### config.mk
export PLATFORM = sky130hd
export DESIGN_NAME = muldiv_seq_flat
export DESIGN_NICKNAME = d
export VERILOG_FILES = /design/src/rtl/muldiv_pkg.sv /design/src/rtl/muldiv_seq_if.sv /design/src/rtl/muldiv_div_core.sv /design/src/rtl/muldiv_seq.sv /design/src/flat_wrapper.sv
export SDC_FILE = /design/constraint.sdc
export NUM_CORES = 2
export LEC_CHECK = 0
export BUFFER_PORTS_ARGS = -buffer_cell sky130_fd_sc_hd__buf_2
export CAP_MARGIN = 40
export CORE_MARGIN = 3
export CORE_UTILIZATION = 56
export CTS_BUF_LIST = sky130_fd_sc_hd__clkbuf_2
export DETAILED_ROUTE_END_ITERATION = 6
export GPL_TIMING_DRIVEN = 0
export HOLD_SLACK_MARGIN = 0.02
export PLACE_DENSITY = 0.72
export SKIP_LAST_GASP = 1
export SYNTH_ARGS = -nofsm -noshare
export SYNTH_HDL_FRONTEND = slang
export SYNTH_SLANG_ARGS = --single-unit
### constraint.sdc
create_clock -name clk -period 27.2 [get_ports clk]
set_input_delay 2.72 -clock clk [delete_from_list [all_inputs] [get_ports clk]]
set_output_delay 2.72 -clock clk [all_outputs]
set_load 0.01 [all_outputs]
### src/rtl/muldiv_pkg.sv
// rtl/muldiv_pkg.sv - shared types and constants for the RV32M multiply/divide sequencer
package muldiv_pkg;

    localparam int MULDIV_XLEN = 32;

    // RV32M funct3 encodings
    typedef enum logic [2:0] {
        OP_MUL    = 3'b000,
        OP_MULH   = 3'b001,
        OP_MULHSU = 3'b010,
        OP_MULHU  = 3'b011,
        OP_DIV    = 3'b100,
        OP_DIVU   = 3'b101,
        OP_REM    = 3'b110,
        OP_REMU   = 3'b111
    } muldiv_op_e;

    typedef enum logic [1:0] {
        ST_IDLE,
        ST_MUL,
        ST_DIV,
        ST_DONE
    } muldiv_state_e;

    localparam logic [MULDIV_XLEN-1:0] DIV0_QUOT  = '1;
    localparam logic [MULDIV_XLEN-1:0] SIGNED_MIN = 32'h8000_0000;

    // DIV and REM treat their operands as two's complement
    function automatic logic op_is_signed_div(input muldiv_op_e op);
        return (op == OP_DIV) || (op == OP_REM);
    endfunction

endpackage

### src/rtl/muldiv_seq_if.sv
// rtl/muldiv_seq_if.sv - issue/result bundle between execute stage and muldiv sequencer
interface muldiv_seq_if;
    import muldiv_pkg::*;

    logic                   start;
    muldiv_op_e             op;
    logic [MULDIV_XLEN-1:0] op_a;
    logic [MULDIV_XLEN-1:0] op_b;
    logic                   kill;
    logic                   busy;
    logic                   done;
    logic [MULDIV_XLEN-1:0] result;

    // execute stage side
    modport master (
        output start, op, op_a, op_b, kill,
        input  busy, done, result
    );

    // sequencer side
    modport slave (
        input  start, op, op_a, op_b, kill,
        output busy, done, result
    );

endinterface

### src/rtl/muldiv_div_core.sv
// rtl/muldiv_div_core.sv - unsigned restoring divider, one quotient bit per step
module muldiv_div_core #(
    parameter int XLEN = 32
) (
    input  logic            clk,
    input  logic            rst_n,
    input  logic            load,
    input  logic            step,
    input  logic [XLEN-1:0] dividend,
    input  logic [XLEN-1:0] divisor,
    output logic            last,
    output logic [XLEN-1:0] quot_next,
    output logic [XLEN-1:0] rem_next
);

    localparam int CW = $clog2(XLEN);

    logic [CW-1:0]   cnt_q;
    logic [XLEN-1:0] rem_q;
    logic [XLEN-1:0] quot_q;
    logic [XLEN-1:0] dsr_q;
    logic [XLEN:0]   trial;

    // quot_q starts as the dividend; its MSB feeds the remainder while quotient bits fill from the LSB
    always_comb begin
        trial = {rem_q, quot_q[XLEN-1]} - {1'b0, dsr_q};
        if (!trial[XLEN]) begin
            rem_next  = trial[XLEN-1:0];
            quot_next = {quot_q[XLEN-2:0], 1'b1};
        end else begin
            rem_next  = {rem_q[XLEN-2:0], quot_q[XLEN-1]};
            quot_next = {quot_q[XLEN-2:0], 1'b0};
        end
    end

    assign last = (cnt_q == '0);

    // load primes the operands; each step retires one quotient bit
    always_ff @(posedge clk) begin
        if (!rst_n) begin
            cnt_q  <= '0;
            rem_q  <= '0;
            quot_q <= '0;
            dsr_q  <= '0;
        end else if (load) begin
            cnt_q  <= CW'(XLEN - 1);
            rem_q  <= '0;
            quot_q <= dividend;
            dsr_q  <= divisor;
        end else if (step) begin
            rem_q  <= rem_next;
            quot_q <= quot_next;
            if (cnt_q != '0) begin
                cnt_q <= cnt_q - CW'(1);
            end
        end
    end

endmodule

### src/rtl/muldiv_seq.sv
// rtl/muldiv_seq.sv - multi-cycle RV32M multiply/divide sequencer
module muldiv_seq
    import muldiv_pkg::*;
#(
    parameter int XLEN = MULDIV_XLEN
) (
    input  logic         clk,
    input  logic         rst_n,
    muldiv_seq_if.slave  bus
);

    muldiv_state_e state_q;
    muldiv_state_e state_d;

    muldiv_op_e      op_q;
    logic [XLEN-1:0] a_q;
    logic [XLEN-1:0] b_q;
    logic [XLEN-1:0] result_q;
    logic            neg_quot_q;
    logic            neg_rem_q;

    logic            accept;
    logic            in_is_div;
    logic            in_signed;
    logic            in_special;
    logic [XLEN-1:0] mag_a;
    logic [XLEN-1:0] mag_b;

    logic            div_load;
    logic            div_step;
    logic            div_last;
    logic [XLEN-1:0] quot_next;
    logic [XLEN-1:0] rem_next;

    logic signed [XLEN:0]     a_ext;
    logic signed [XLEN:0]     b_ext;
    logic        [2*XLEN-1:0] prod;
    logic        [XLEN-1:0]   mul_res;
    logic        [XLEN-1:0]   div_res;

    // issue decode on the incoming request; special divides take the short MUL-path timing
    always_comb begin
        accept     = bus.start && !bus.kill && ((state_q == ST_IDLE) || (state_q == ST_DONE));
        in_is_div  = bus.op[2];
        in_signed  = op_is_signed_div(bus.op);
        in_special = in_is_div &&
                     ((bus.op_b == '0) ||
                      (in_signed && (bus.op_a == SIGNED_MIN) && (bus.op_b == '1)));
        mag_a      = (in_signed && bus.op_a[XLEN-1]) ? -bus.op_a : bus.op_a;
        mag_b      = (in_signed && bus.op_b[XLEN-1]) ? -bus.op_b : bus.op_b;
    end

    // state register
    always_ff @(posedge clk) begin
        if (!rst_n) begin
            state_q <= ST_IDLE;
        end else begin
            state_q <= state_d;
        end
    end

    // next state and divider handshake; kill outranks start and in-flight work
    always_comb begin
        state_d  = state_q;
        div_load = 1'b0;
        div_step = 1'b0;
        case (state_q)
            ST_IDLE, ST_DONE: begin
                if (accept) begin
                    if (in_is_div && !in_special) begin
                        state_d  = ST_DIV;
                        div_load = 1'b1;
                    end else begin
                        state_d  = ST_MUL;
                    end
                end else begin
                    state_d = ST_IDLE;
                end
            end
            ST_MUL: begin
                state_d = bus.kill ? ST_IDLE : ST_DONE;
            end
            ST_DIV: begin
                if (bus.kill) begin
                    state_d = ST_IDLE;
                end else begin
                    div_step = 1'b1;
                    if (div_last) begin
                        state_d = ST_DONE;
                    end
                end
            end
            default: begin
                state_d = ST_IDLE;
            end
        endcase
    end

    // 33x33 signed product; only the low 64 bits are ever selected
    always_comb begin
        a_ext = {((op_q == OP_MULH) || (op_q == OP_MULHSU)) && a_q[XLEN-1], a_q};
        b_ext = {(op_q == OP_MULH) && b_q[XLEN-1], b_q};
        prod  = a_ext * b_ext;
        case (op_q)
            OP_MUL:                       mul_res = prod[XLEN-1:0];
            OP_MULH, OP_MULHSU, OP_MULHU: mul_res = prod[2*XLEN-1:XLEN];
            default: begin
                // only special divides reach here: divide by zero or signed overflow
                if (b_q == '0) begin
                    mul_res = op_q[1] ? a_q : DIV0_QUOT;
                end else begin
                    mul_res = op_q[1] ? '0 : SIGNED_MIN;
                end
            end
        endcase
    end

    // sign fixup on the final divider step
    always_comb begin
        if (op_q[1]) begin
            div_res = neg_rem_q ? -rem_next : rem_next;
        end else begin
            div_res = neg_quot_q ? -quot_next : quot_next;
        end
    end

    // operand latch on accept; result written only when an op completes unkilled
    always_ff @(posedge clk) begin
        if (!rst_n) begin
            op_q       <= OP_MUL;
            a_q        <= '0;
            b_q        <= '0;
            neg_quot_q <= 1'b0;
            neg_rem_q  <= 1'b0;
            result_q   <= '0;
        end else begin
            if (accept) begin
                op_q       <= bus.op;
                a_q        <= bus.op_a;
                b_q        <= bus.op_b;
                neg_quot_q <= in_signed && (bus.op_a[XLEN-1] ^ bus.op_b[XLEN-1]);
                neg_rem_q  <= in_signed && bus.op_a[XLEN-1];
            end
            if ((state_q == ST_MUL) && !bus.kill) begin
                result_q <= mul_res;
            end else if ((state_q == ST_DIV) && !bus.kill && div_last) begin
                result_q <= div_res;
            end
        end
    end

    muldiv_div_core #(
        .XLEN (XLEN)
    ) u_div_core (
        .clk       (clk),
        .rst_n     (rst_n),
        .load      (div_load),
        .step      (div_step),
        .dividend  (mag_a),
        .divisor   (mag_b),
        .last      (div_last),
        .quot_next (quot_next),
        .rem_next  (rem_next)
    );

    assign bus.busy   = (state_q == ST_MUL) || (state_q == ST_DIV);
    assign bus.done   = (state_q == ST_DONE);
    assign bus.result = result_q;

endmodule

### src/flat_wrapper.sv
// flat-port wrapper written by rule: the top's interface ports become plain ports
module muldiv_seq_flat import muldiv_pkg::*;
#(
    parameter int XLEN = MULDIV_XLEN
)
  (clk, rst_n, bus_start, bus_op, bus_op_a, bus_op_b, bus_kill, bus_busy, bus_done, bus_result);
  muldiv_seq_if bus_i ();
  input  logic clk;
  input  logic rst_n;
  input wire logic [$bits(bus_i.start)-1:0] bus_start;
  input wire logic [$bits(bus_i.op)-1:0] bus_op;
  input wire logic [$bits(bus_i.op_a)-1:0] bus_op_a;
  input wire logic [$bits(bus_i.op_b)-1:0] bus_op_b;
  input wire logic [$bits(bus_i.kill)-1:0] bus_kill;
  output wire logic [$bits(bus_i.busy)-1:0] bus_busy;
  output wire logic [$bits(bus_i.done)-1:0] bus_done;
  output wire logic [$bits(bus_i.result)-1:0] bus_result;
  assign bus_i.start = bus_start;
  assign bus_i.op = bus_op;
  assign bus_i.op_a = bus_op_a;
  assign bus_i.op_b = bus_op_b;
  assign bus_i.kill = bus_kill;
  assign bus_busy = bus_i.busy;
  assign bus_done = bus_i.done;
  assign bus_result = bus_i.result;
  muldiv_seq #(.XLEN(XLEN)) u_core (.clk(clk), .rst_n(rst_n), .bus(bus_i));
endmodule
==> results.md <==
* Status: finished with violations
* Failing checks: design-rule violations
* Register clock-pin slew on the reported worst setup and hold paths at ~140 ps
* Fin cells at 7844
* RSZ-0062 raised after global routing: no
* IO Port Bufs at 100
* Detailed Place HPWL at about 170 mm
* PD cells at about 25 nW/um^2
* Vias in the first global route at 47000
* Post-CTS sizing at 0
* Syn Inst Count at roughly 6300
* Initial antenna violation count at 18
* Final Max Slew Viols at 0
* Internal at between 600 and 700 uW
* Avg Synthesized Cell Area at 8.370 um^2
* Synth cell types at just over 90
* Synth Cell Area at 52870 um^2
* Via density at 6.065
* Top Ports at approximately 110
* CTS tree: done
* Hold path cells at 2
* Initial Util at between 50 and 60%
* Register share of total power at 23.4%
* Max VDD drop at 0.03203 mV
* Combinational share of power at between 60% and 70%
* Clock Path Buffers at 3
* Cell taking the most area after synthesis: fa_1
* Die ar. at 98130 um^2
* Post-CTS Setup Inserts at 0
* Hold WC Path Type: reg2reg
* CP max FO at 11
* Slew @ Worst Pin at between 1000 and 1500 ps
* Final WL at ~210 mm
* Detailed Route Iter0 Violations at a little under 6000
* Ys flop type: dfxtp_1
* Async SR Flop Fraction at 0%
* Core area at just over 90000 um^2
* GRT Total Usage at 42.10%
* Die height at 313.3 um
* MaxCap Viol Count at 0
* Drt pass-1 iters at 7
* Hold buffers post-CTS at 0
* Sw Ratio at between 50 and 60%
* Number of synthesized register bits at 204
* Syn. warnings at 0
* Drt drc at 10
* Number of cells in the design after placement at 7741
* Fin crit share at a little under half
* Crit-path slowest cell: fa_1
* GPL Wtd Cong at ~1.1
* CTS H-tree depth at 2
* Pleak at about 25 nW
* Post-Syn Nets at 7767
* Hold Fails Final Rpt at 0
* EDFF count, synth at 0
* Share of post-route cells with drive strength above 1 at about 5%
* NetSw at between 700 and 800 uW
* Largest net degree at the start of global routing at 15
* First-pass GRT wire length at 303.1 mm
* CTS Root Cell: clkbuf_2
* Layout Nets at roughly 8000
* CTS buffer count at slightly below 50
* # rows at around 110
* CP startpoint kind: flop
* Area Overhead vs Synth at 6.577%
* Routed len/inst at between 20 and 30 um
* Kind of critical path: reg2reg
* CP Capture Type: flop
* Setup violations, final at 0
* Most frequent CP cell: fa_1
* Die W at roughly 310 um
* Worst rel slew slack at a little under a third
* Clk sinks at roughly 200
* Skew final at between 90 and 100 ps
* ANT nets after route at 0
* DR vias at between 40000 and 50000
* Fmax achieved at 80.84 MHz
* Latest clock arrival within the worst-skew pair at slightly above 1000 ps
* Largest stage delay, worst path at 910 ps
* Top-area cell type share of the netlist area at 42.64%
* Crit path DAT at between 10000 and 15000 ps
* Synth top area cells: fa_1, inv_1, nand2_1
* Crit path time final at between 10000 and 15000 ps
* Setup TNS at 0 ps
* Global route total overflow at 0
* Critical path required time at between 20000 and 30000 ps
* Sequential area share after synthesis at between 7 and 8%
* Clock group share of total power at 16.2%
* Worst R2R Path Depth at 31
## path summary, 6_finish.rpt
check	slack [ps]	endpoint	start
setup reg to reg	14830	u_core.bus.result[23]	u_core.a_q[31]
hold / removal	470	u_core.u_div_core.dsr_q[25]	u_core.u_div_core.dsr_q[25]
hold reg to reg	470	u_core.u_div_core.dsr_q[25]	u_core.u_div_core.dsr_q[25]
setup / recovery	14830	u_core.bus.result[23]	u_core.a_q[31]
## flip-flops by register name, indices dropped and copies added, names as in the netlist
| signal | flops |
|---|---|
| u_core.op_q | 3 |
| u_core.a_q | 32 |
| u_core.u_div_core.quot_q | 32 |
| u_core.state_q | 2 |
| u_core.u_div_core.dsr_q | 32 |
| u_core.neg_quot_q | 1 |
| u_core.b_q | 32 |
| u_core.neg_rem_q | 1 |
| u_core.u_div_core.rem_q | 32 |
| u_core.bus.result | 32 |
| u_core.u_div_core.cnt_q | 5 |
## routing by layer
metal  wire length (um)  global-route usage, %  part of all wire (%)
met5                 54                 0.1482                 0.026
met4              13720                  22.31                   6.7
met3              30420                  15.82                    15
met2              84630                  59.30                    41
met1              77000                  56.44                    37
## cells in the final DEF, fill, tap and decap left out, types with 38 or more instances in the layout
master,n
a211oi_1,87
a21o_1,38
a21oi_1,264
a311oi_1,39
and2_1,303
buf_2,125
buf_6,41
clkbuf_1,374
clkbuf_2,71
dfxtp_1,204
fa_1,1126
ha_1,254
inv_1,1250
nand2_1,1109
nand3_1,38
nor2_1,259
nor3_1,43
o21ai_0,149
xnor2_1,114
xor2_1,79
## layout make-up
| type | instances | area [um^2] |
|---|---|---|
| buffer | 410 | 1597 |
| tap | 1254 | 1569 |
| fill | 8545 | 37130 |
| sequential | 204 | 4084 |
| inverter | 1253 | 4703 |
| clock buffer | 69 | 345.3 |
| clock inverter | 17 | 101.3 |
| antenna | 11 | 27.53 |
| timing repair buffer | 177 | 1428 |
| multi-input combinational | 4449 | 42490 |
## critical path: cells and delay by family (launching register included)
kind | cells | cell delay, ps
adders and majority gates | 9 | 5290
buffers and inverters | 9 | 3080
and+or+nand+nor | 5 | 1810
AOI/OAI and AO/OA | 7 | 1430
DFF | 1 | 320
xor gates and xnor gates | 1 | 300
## cell usage after synthesis, drive strengths merged (24+ instances only)
cell type and count:
inv 1252, fa 1126, nand2 1109, clkbuf 376
and2 306, a21oi 267, nor2 259, ha 254
dfxtp 204, o21ai 158, xnor2 114, a211oi 88
xor2 79, nor3 45, a311oi 39, a21o 38
nand3 38, nor4 36, o31ai 36, nand4 35
buf 34, mux2i 33, o211ai 26, or3 26
a31oi 24
## metrics by stage
stage / hold WS, ps / worst slack [ps] / utilization [%] / instance area [um^2] / power [mW]
6_report: 467.5 / 14830 / 60.28 / 56340 / 1.412
5_1_grt: 489.4 / 14740 / 60.26 / 56320 / 1.465
4_1_cts: 464.0 / 15210 / 60.18 / 56250 / 1.363
3_5_place_dp: 448.2 / 15290 / 59.71 / 55810 / 1.139
3_3_place_gp: 441.9 / 14730 / 58.77 / 54940 / 1.117
2_1_floorplan: 431.9 / 18320 / - / 52870 / 0.8226
## kinds of logic (layout without fill, tap and decap cells)
group / Yosys count / in the layout / share of synthesized area, %
AO/OA/AOI/OAI: 854 / 854 / 10.66
XOR/XNOR: 193 / 193 / 3.197
AND/OR/NAND/NOR: 1978 / 1978 / 16.99
adder cells (fa/ha/maj): 1380 / 1380 / 48.65
multiplexers: 44 / 44 / 0.8591
buffers and inverters: 1663 / 1926 / 11.92
flip-flops: 204 / 204 / 7.725
other: 0 / 11 / 0
## power groups by stage
| stage | registers (mW) | clock network [mW] | logic [mW] |
|---|---|---|---|
| floorplan | 0.331 | 0 | 0.491 |
| global placement | 0.335 | 0 | 0.782 |
| detailed placement | 0.336 | 0 | 0.803 |
| finish | 0.330 | 0.229 | 0.853 |
| global route | 0.331 | 0.243 | 0.891 |
| CTS | 0.329 | 0.226 | 0.808 |
Note: power is estimated with default switching activity, not from simulation.
